--- src/rtl/local_inject_queue_pkg.sv ---
// -----------------------------------------------------------------------------
// local_inject_queue_pkg
// Shared definitions for the PE injection queue.
//   - Global router defines: `WIDTH_COORDINATE, `CURRENT_POS_X, `CURRENT_POS_Y,
//     `NUM_PORT. Each has a default here unless the build already defines it.
//   - Default flit field offsets for the destination coordinates.
//   - Helper that tests whether a destination is this router's own tile.
// Optional build macro used by the top level: INJ_LOCAL_LOOPBACK_EN.
// -----------------------------------------------------------------------------
`ifndef WIDTH_COORDINATE
`define WIDTH_COORDINATE 4
`endif
`ifndef CURRENT_POS_X
`define CURRENT_POS_X 1
`endif
`ifndef CURRENT_POS_Y
`define CURRENT_POS_Y 1
`endif
`ifndef NUM_PORT
`define NUM_PORT 5
`endif

package local_inject_queue_pkg;

    localparam int COORD_W        = `WIDTH_COORDINATE;
    localparam int CUR_POS_X      = `CURRENT_POS_X;
    localparam int CUR_POS_Y      = `CURRENT_POS_Y;
    localparam int NUM_PORT       = `NUM_PORT;

    // Destination X sits in the lowest bits, Y directly above it.
    localparam int FLIT_DST_X_LSB = 0;
    localparam int FLIT_DST_Y_LSB = `WIDTH_COORDINATE;

    // True when the given destination is the tile this router serves.
    function automatic logic is_local_dst(input logic [COORD_W-1:0] dst_x,
                                          input logic [COORD_W-1:0] dst_y);
        return (dst_x == COORD_W'(CUR_POS_X)) && (dst_y == COORD_W'(CUR_POS_Y));
    endfunction

endpackage

--- src/rtl/local_inject_queue_fifo_core.sv ---
// -----------------------------------------------------------------------------
// inj_fifo_core
// Circular-buffer FIFO storage for the injection queue: array, read/write
// pointers, occupancy counter, full/empty flags.
// Ports:
//   clk_i, rst_ni   clock, asynchronous active-low reset
//   push_i          write wr_data_i at the tail (ignored while full)
//   pop_i           drop the head entry (ignored while empty)
//   wr_data_i       data to enqueue
//   rd_data_o       head entry, zero while empty
//   full_o/empty_o  status flags
//   occupancy_o     number of valid entries
// A full queue refuses a push even when a pop happens in the same cycle.
// -----------------------------------------------------------------------------
module inj_fifo_core #(
    parameter int FLIT_W = 32,
    parameter int DEPTH  = 4,
    localparam int PTR_W = $clog2(DEPTH),
    localparam int OCC_W = $clog2(DEPTH) + 1
) (
    input  logic              clk_i,
    input  logic              rst_ni,
    input  logic              push_i,
    input  logic              pop_i,
    input  logic [FLIT_W-1:0] wr_data_i,
    output logic [FLIT_W-1:0] rd_data_o,
    output logic              full_o,
    output logic              empty_o,
    output logic [OCC_W-1:0]  occupancy_o
);

    logic [FLIT_W-1:0] mem_q [DEPTH];
    logic [PTR_W-1:0]  wr_ptr_q;
    logic [PTR_W-1:0]  wr_ptr_d;
    logic [PTR_W-1:0]  rd_ptr_q;
    logic [PTR_W-1:0]  rd_ptr_d;
    logic [OCC_W-1:0]  occ_q;
    logic [OCC_W-1:0]  occ_d;
    logic              push_en_s;
    logic              pop_en_s;

    assign full_o      = (occ_q == OCC_W'(DEPTH));
    assign empty_o     = (occ_q == OCC_W'(0));
    assign occupancy_o = occ_q;

    // Qualify requests with the status flags; no pass-through when full.
    assign push_en_s = push_i && !full_o;
    assign pop_en_s  = pop_i && !empty_o;

    // Next-state for pointers and occupancy; DEPTH is a power of two so the
    // pointer increment wraps from DEPTH-1 to 0 on its own.
    always_comb begin
        wr_ptr_d = wr_ptr_q;
        rd_ptr_d = rd_ptr_q;
        occ_d    = occ_q;
        if (push_en_s) begin
            wr_ptr_d = wr_ptr_q + PTR_W'(1);
        end else begin
            wr_ptr_d = wr_ptr_q;
        end
        if (pop_en_s) begin
            rd_ptr_d = rd_ptr_q + PTR_W'(1);
        end else begin
            rd_ptr_d = rd_ptr_q;
        end
        case ({push_en_s, pop_en_s})
            2'b10:   occ_d = occ_q + OCC_W'(1);
            2'b01:   occ_d = occ_q - OCC_W'(1);
            default: occ_d = occ_q;
        endcase
    end

    // Pointer and occupancy registers.
    always_ff @(posedge clk_i or negedge rst_ni) begin
        if (!rst_ni) begin
            wr_ptr_q <= '0;
            rd_ptr_q <= '0;
            occ_q    <= '0;
        end else begin
            wr_ptr_q <= wr_ptr_d;
            rd_ptr_q <= rd_ptr_d;
            occ_q    <= occ_d;
        end
    end

    // Storage array; contents are deliberately left unreset.
    always_ff @(posedge clk_i) begin
        if (push_en_s) begin
            mem_q[wr_ptr_q] <= wr_data_i;
        end
    end

    // Head read, forced to zero while empty so stale data never leaks out.
    always_comb begin
        rd_data_o = '0;
        if (empty_o) begin
            rd_data_o = '0;
        end else begin
            rd_data_o = mem_q[rd_ptr_q];
        end
    end

endmodule

--- src/rtl/local_inject_queue.sv ---
// -----------------------------------------------------------------------------
// local_inject_queue
// Injection-side FIFO between the processing element and the router's Local
// input. The head flit is offered to the router whenever it reports a free
// input slot; an asserted inj_valid commits the pop (bufferless router, no
// backpressure after injection). The head destination is exposed to Local-port
// route computation, and a counter flags head-of-line starvation.
// Ports:
//   clk, rst_n             clock, asynchronous active-low reset
//   pe_valid/pe_ready      PE push handshake (pe_ready = not full)
//   pe_flit                flit from the PE
//   slot_free              router has an empty input slot this cycle
//   inj_valid/inj_flit     head injection (combinational)
//   head_dst_x/head_dst_y  head destination coordinates
//   occupancy              number of queued flits
//   starve                 head blocked for STARVE_THRESH consecutive cycles
//   loop_valid/loop_flit   local loopback delivery
// Build macro: INJ_LOCAL_LOOPBACK_EN -- when defined, a head flit addressed to
// this tile bypasses the network on loop_valid/loop_flit; otherwise those
// outputs are tied to zero and such flits are injected normally.
// -----------------------------------------------------------------------------
module local_inject_queue
    import local_inject_queue_pkg::*;
#(
    parameter int FLIT_W        = 32,
    parameter int DEPTH         = 4,
    parameter int DST_X_LSB     = FLIT_DST_X_LSB,
    parameter int DST_Y_LSB     = FLIT_DST_Y_LSB,
    parameter int STARVE_THRESH = 15
) (
    input  logic                     clk,
    input  logic                     rst_n,
    input  logic                     pe_valid,
    output logic                     pe_ready,
    input  logic [FLIT_W-1:0]        pe_flit,
    input  logic                     slot_free,
    output logic                     inj_valid,
    output logic [FLIT_W-1:0]        inj_flit,
    output logic [COORD_W-1:0]       head_dst_x,
    output logic [COORD_W-1:0]       head_dst_y,
    output logic [$clog2(DEPTH):0]   occupancy,
    output logic                     starve,
    output logic                     loop_valid,
    output logic [FLIT_W-1:0]        loop_flit
);

    localparam int CNT_W = $clog2(STARVE_THRESH + 1);

    logic              fifo_full_s;
    logic              fifo_empty_s;
    logic [FLIT_W-1:0] head_flit_s;
    logic              head_pop_s;
    logic              inj_valid_s;
    logic              loop_valid_s;
    logic [CNT_W-1:0]  starve_cnt_q;
    logic [CNT_W-1:0]  starve_cnt_d;
    logic              starve_q;

    inj_fifo_core #(
        .FLIT_W (FLIT_W),
        .DEPTH  (DEPTH)
    ) u_fifo (
        .clk_i       (clk),
        .rst_ni      (rst_n),
        .push_i      (pe_valid),
        .pop_i       (head_pop_s),
        .wr_data_i   (pe_flit),
        .rd_data_o   (head_flit_s),
        .full_o      (fifo_full_s),
        .empty_o     (fifo_empty_s),
        .occupancy_o (occupancy)
    );

    assign pe_ready   = !fifo_full_s;
    assign inj_flit   = head_flit_s;
    assign head_dst_x = head_flit_s[DST_X_LSB +: COORD_W];
    assign head_dst_y = head_flit_s[DST_Y_LSB +: COORD_W];

`ifdef INJ_LOCAL_LOOPBACK_EN
    // A head addressed to this tile leaves via loopback, independent of
    // slot_free, and is never offered to the network.
    assign loop_valid_s = !fifo_empty_s && is_local_dst(head_dst_x, head_dst_y);
    assign loop_flit    = loop_valid_s ? head_flit_s : '0;
`else
    assign loop_valid_s = 1'b0;
    assign loop_flit    = '0;
`endif

    assign inj_valid_s = !fifo_empty_s && slot_free && !loop_valid_s;
    assign head_pop_s  = inj_valid_s || loop_valid_s;
    assign inj_valid   = inj_valid_s;
    assign loop_valid  = loop_valid_s;
    assign starve      = starve_q;

    // Count consecutive cycles the head stays queued; any departure or an
    // empty queue restarts the count, and it saturates at the threshold.
    always_comb begin
        starve_cnt_d = starve_cnt_q;
        if (fifo_empty_s || head_pop_s) begin
            starve_cnt_d = '0;
        end else if (starve_cnt_q != CNT_W'(STARVE_THRESH)) begin
            starve_cnt_d = starve_cnt_q + CNT_W'(1);
        end else begin
            starve_cnt_d = starve_cnt_q;
        end
    end

    // Starve counter and its registered flag, kept cycle-aligned.
    always_ff @(posedge clk or negedge rst_n) begin
        if (!rst_n) begin
            starve_cnt_q <= '0;
            starve_q     <= 1'b0;
        end else begin
            starve_cnt_q <= starve_cnt_d;
            starve_q     <= (starve_cnt_d == CNT_W'(STARVE_THRESH));
        end
    end

endmodule

--- config.mk ---
export PLATFORM = sky130hd
export DESIGN_NAME = local_inject_queue
export DESIGN_NICKNAME = d
export VERILOG_FILES = /design/src/rtl/local_inject_queue_pkg.sv /design/src/rtl/local_inject_queue_fifo_core.sv /design/src/rtl/local_inject_queue.sv
export SDC_FILE = /design/constraint.sdc
export NUM_CORES = 1
export LEC_CHECK = 0
export CELL_PAD_IN_SITES_DETAIL_PLACEMENT = 1
export CELL_PAD_IN_SITES_GLOBAL_PLACEMENT = 1
export CORE_MARGIN = 2
export CORE_UTILIZATION = 39
export CTS_CLUSTER_SIZE = 8
export DETAILED_ROUTE_END_ITERATION = 6
export GPL_ROUTABILITY_DRIVEN = 0
export PLACE_DENSITY = 0.75
export SYNTH_ARGS = -nofsm -noshare
export SYNTH_HDL_FRONTEND = slang
export SYNTH_SLANG_ARGS = --single-unit
--- constraint.sdc ---
create_clock -name clk -period 2.2 [get_ports clk]
set_clock_uncertainty 0.2 [all_clocks]
set_input_delay 0.66 -clock clk [delete_from_list [all_inputs] [get_ports clk]]
set_output_delay 0.66 -clock clk [all_outputs]
set_load 0.01 [all_outputs]
---- Yosys cells after proc, flatten, opt, wreduce, memory -nomap -nowiden ----
Memory sizes are Yosys's and may differ from the RTL's.
Cells that the tools add are included.
Widths: inputs -> output; s select.
operators by class
  reduce and logical (&&, ||, !) cells .... 8
  add/subtract/negate cells ............... 5
  equality and inequality tests ........... 5
  multiplexer cells ....................... 6
operators by type and width
  operator             number
  $mux 32              1
  $mux 4               2
  $pmux 3 s2           1
  $add 2x1->2 const B  2
  $add 4x1->4 const B  1
  $eq 4x4->1 const B   1
  $ne 4x4->1 const B   1
  $add 3x1->3 const B  1
  $eq 3x3->1 const B   1
  $logic_and 1x1->1    3
  $logic_not 3->1      1
  $sub 3x1->3 const B  1
  $eq 2x1->1 const B   1
  $eq 2x2->1 const B   1
  $logic_not 1->1      2
  $mux 1               2
  $reduce_bool 2->1    1
  $logic_or 1x1->1     1
storage, ports and cells
  logic and storage cells ................. 30
  memories ................................ 1
  register bits after elaboration ......... 12
  input bits .............................. 36
  output and inout port bits .............. 79
  RAM bits ................................ 128
memory list
  name          words  bits a word  rd ports  clocked after memory_dff  wr ports  RTL line                            RTL
  u_fifo.mem_q  4      32           1         0                         1         local_inject_queue_fifo_core.sv:32  logic [FLIT_W-1:0] mem_q [DEPTH];

---- Logic depth before layout (Yosys ltp) ----
  depth in word-level cells ............... 6
  depth in mapped cells ................... 9

---- Cells and area by module ----
From an unflattened synthesis, not the netlist that was laid out.
second synthesis, totals
  cells, all modules ...................... 308
  area total of the unflattened synthesis .. 5,851.9 um^2
by module, submodules not included
  module              instances  cells an instance  sequential area each (um^2)  area each (um^2)
  inj_fifo_core       1          241                4,018.9                      5,292.6
  local_inject_queue  1          67                 125.1                        559.3

---- Worst setup path before layout ----
Ideal clock, no wire load.
  path kind ............................... reg2out
  start point ............................. register u_fifo.occ_q[2] (netlist: u_fifo.occupancy_o[2])
  end point ............................... output inj_flit[4]
  arrival ................................. 1,489 ps
  stages on the path, launching flop included .. 6
  path buffers ............................ 3
  setup slack ............................. -149 ps
  required time ........................... 1,340 ps
  cell sequence ........................... dfrtp_1 > nor3_1 > buf_2 > clkbuf_1 > nor2b_1 > buf_4
between the ends
  longest elaborated chain between the ends .. 2
ends and longest elaborated chain
  item                    RTL line                            RTL
  from (decl)             local_inject_queue_fifo_core.sv:37  logic [OCC_W-1:0] occ_q;
  from (signal assigned)  local_inject_queue_fifo_core.sv:78  occ_q <= '0;
  from (signal assigned)  local_inject_queue_fifo_core.sv:82  occ_q <= occ_d;
  $logic_not 3->1         local_inject_queue_fifo_core.sv:43  assign empty_o = (occ_q == OCC_W'(0));
  $mux 32                 local_inject_queue_fifo_core.sv:96  if (empty_o) begin
  to (decl)               local_inject_queue.sv:38            output logic [FLIT_W-1:0] inj_flit,
Every way passes these cells.

---- Final worst setup path ----
  start point ............................. register u_fifo.rd_ptr_q[0]
  end point ............................... output head_dst_x[2]
between the ends
  longest elaborated chain between the ends .. 2
ends and longest elaborated chain
  item                    RTL line                            RTL
  from (decl)             local_inject_queue_fifo_core.sv:35  logic [PTR_W-1:0] rd_ptr_q;
  from (signal assigned)  local_inject_queue_fifo_core.sv:81  rd_ptr_q <= rd_ptr_d;
  $mem_v2 4x32            --
  $mux 32                 local_inject_queue_fifo_core.sv:96
  to (decl)               local_inject_queue.sv:39            output logic [COORD_W-1:0] head_dst_x,
Every way passes these cells.

==> results.md <==
## Status
• outcome: complete, but fails checks
• violations in the final reports: negative setup slack

## Global routing
• via count of the first global-routing pass: 3,375
• remaining global-route overflow: 0
• largest net degree at the start of global routing: 20
• number of antenna violations at the first check in global routing: 0
• wire length of the first global-routing pass: 19,800 um
• Overall Global Routing Usage: 16.9%

## Placement
• count of buffers from port buffering: 81
• Inst Count DP: 583
• Post-Place Setup Slack: -512 ps
• post-detail-place hpwl: 7750 um

## Final layout
• non-filler cells, final: 627
• Fillers: 1,319
• antenna cells: 0
• Layout Nets: 473
• synthesis-to-finish area growth: 35.2%
• share of post-route cells with drive strength above 1: 41.5%
• final core utilization: 54.1%

## STA
• post-route worst setup slack: -565 ps
• setup tns final: -21,260 ps
• number of hold-slack violations in the final timing report: 0
• portion of the clock cycle consumed by the worst path in the final layout: 126%
• Fmax achieved: 362 MHz
• post-route minimum period: 2760 ps
• unrepaired setup endpoints after global routing: yes
• Max Slew Vio Count: 0
• minimum hold slack: 356 ps
• number of failing setup endpoints in the final timing report: 44

## Floorplanning
• die area: 16,000 sq um
• initial core utilization: 40.0%
• CORE AREA: 14,600 sq um
• number of rows created at floorplan: 44
• I/O Pins: 115
• Horiz. Die Dim: 126 um
• height of the die: 126 um

## CTS
• number of buffers added by the clock tree synthesis step: 17
• clk_lat worst skew: 420 ps
• clk root buf: clkbuf_16
• CTS tree: yes
• clock tree sinks: 140
• number of buffers inserted by hold repair at cts: 0
• depth of the CTS H-tree: 4
• deepest clock path buffer count: 2
• post-CTS clock slew at the launch and capture registers of the worst setup and hold paths: 60 ps

## Worst setup path
• arrival time of data at the critical path endpoint: 1900 ps
• sequence of cells on the critical path: buf_12, buf_16, mux4_2, nor2b_4, buf_6
• kind of critical path: register to primary output
• type of destination of the critical path: primary output
• CP max stage cell: mux4_2
• worst flop-to-flop path startpoint: u_fifo.occupancy_o[1]
• kind of start point of the critical path: register
• start point of the critical path: u_fifo.rd_ptr_q[0]
• Critical Path RT: 1340 ps
• Worst path top cell family by delay: multiplexers
• peak per-stage delay on the critical path: 520 ps
• Crit path buffers/inverters: 3
• Max Fanout on Critical Path: 7

## Worst hold path
• class of the tightest hold or removal check: input port to asynchronous set/reset pin

## Routing
• final antenna-violating net count: 0
• detailed-route DRC error count: 0
• average wire per cell in the routed design: 20.1 um
• router iterations before antenna repair: 6
• DR vias/cell: 4.87
• number of vias in the routed layout: 3,054
• first-iteration detailed-routing DRC count: 157
• routed wire length: 12,600 um

## Power and ir drop
• peak supply drop: 791 uV
• total power per unit cell area: 1460 nW/um^2
• static power due to leakage: 2.98 nW

## Yosys
• mean post-synth cell area: 18.8 sq um
• cell count after synthesis: 310
• Mapped Area: 5840 sq um
• Synth Warn #: 0
• sequential-to-total area share from yosys stat: 71.0%
• Yosys cell types: 29
• FF+latch count, synth: 140

## Flow run
• reported max-cap violation count: 0

-- cell type report --
| type | instances | area, sq um | area share (%) |
|---|---|---|---|
| Tap cell | 184 | 230 | 2.92 |
| Sequential cell | 140 | 4150 | 52.6 |
| Timing Repair Buffer | 123 | 1360 | 17.2 |
| Multi-Input combinational cell | 142 | 1600 | 20.3 |
| Inverter | 6 | 22.5 | 0.285 |
| Clock inverter | 14 | 104 | 1.32 |
| Clock buffer | 18 | 429 | 5.44 |
-- cells by family (layout without fill, tap and decap cells) --
| logic type | after synthesis | count (layout) | synth area share [%] |
|---|---|---|---|
| buf+inv | 60 | 161 | 7.03 |
| compound gates | 3 | 3 | 0.343 |
| simple gates | 55 | 55 | 5.59 |
| xor+xnor | 8 | 8 | 1.20 |
| fa+ha+maj | 7 | 7 | 1.63 |
| other cells | 1 | 33 | 0.0642 |
| mux | 36 | 36 | 13.1 |
| flops | 140 | 140 | 71.0 |
-- final timing paths --
check / to / slack (ps) / depth (start not counted)
max in group asynchronous: u_fifo.rd_ptr_q[0] / 1260 / 2
max reg2reg: u_fifo.occupancy_o[2] / -150 / 10
min in group clk: starve_cnt_q[3] / 370 / 1
min: u_fifo.occupancy_o[1] / 360 / 2
min reg2reg: starve_cnt_q[3] / 370 / 1
max: head_dst_x[2] / -560 / 5
-- repair_timing --
action                     4_1_cts  5_1_grt
pin swaps                        3        1
setup buffers                    9        2
cloned                           3        0
setup endpoints to repair       47       44
gates resized for setup        237       16
-- state kept, by name, indices dropped and copies added (netlist names) --
name / count
starve: 1
starve_cnt_q: 4
u_fifo.mem_q: 128
u_fifo.occupancy_o: 3
u_fifo.rd_ptr_q: 2
u_fifo.wr_ptr_q: 2
-- power by group --
part / internal (mW) / total [mW] / switching, mW
Sequential: 3.52 / 3.74 / 0.213
Clock: 1.53 / 2.59 / 1.06
Combinational: 2.95 / 5.16 / 2.21
-- through the flow --
| step | area (sq um) | power, mW |
|---|---|---|
| global route | 7890 | 12.1 |
| CTS | 7830 | 11.5 |
| floorplan | 6010 | 6.19 |
| finish | 7890 | 11.5 |
| detailed placement | 7060 | 8.32 |
| global placement | 7060 | 8.19 |
-- synth_stat cells --
master | instances | area share, %
and2_4 | 1 | 0.15
xor2_1 | 4 | 0.60
nor2_1 | 6 | 0.39
a31oi_1 | 1 | 0.11
or3b_4 | 1 | 0.19
nor4_1 | 1 | 0.11
buf_2 | 4 | 0.34
nor3_1 | 3 | 0.26
nor2b_1 | 33 | 3.5
dfrtp_1 | 12 | 5.1
nand2_1 | 2 | 0.13
mux4_2 | 32 | 12
buf_6 | 3 | 0.58
edfxtp_1 | 128 | 66
o21ai_0 | 1 | 0.086
conb_1 | 1 | 0.064
and4_1 | 1 | 0.15
mux2_2 | 1 | 0.19
nand3_1 | 3 | 0.26
fa_1 | 1 | 0.34
a2111oi_0 | 1 | 0.15
inv_1 | 6 | 0.39
mux2_4 | 1 | 0.26
clkbuf_1 | 5 | 0.32
and3_1 | 4 | 0.43
ha_1 | 6 | 1.3
buf_4 | 42 | 5.4
xnor2_1 | 4 | 0.60
mux2i_1 | 2 | 0.34
-- per-layer routing --
layer / global-route usage, % / routed length (um) / up-vias
li1: - / - / 1350
met3: 4.60 / 635 / 15
met4: 6.72 / 195 / 0
met2: 28.6 / 6560 / 115
met5: 0 / 0 / -
met1: 20.6 / 5210 / 1574
-- placed cells by master, fill, tap and decap left out, drive strengths merged, types with 2 or more instances in the layout --
cell / synthesis / final
and3: 4 / 4
buf: 49 / 84
clkbuf: 5 / 18
clkdlybuf4s50: 0 / 36
clkinv: 0 / 10
clkinvlp: 0 / 2
conb: 1 / 33
dfrtp: 12 / 12
dlygate4sd2: 0 / 2
edfxtp: 128 / 128
ha: 6 / 6
inv: 6 / 7
mux2: 2 / 2
mux2i: 2 / 2
mux4: 32 / 32
nand2: 2 / 2
nand3: 3 / 3
nor2: 6 / 6
nor2b: 33 / 33
nor3: 3 / 3
xnor2: 4 / 4
xor2: 4 / 4
(Power assumes the default switching activity.)
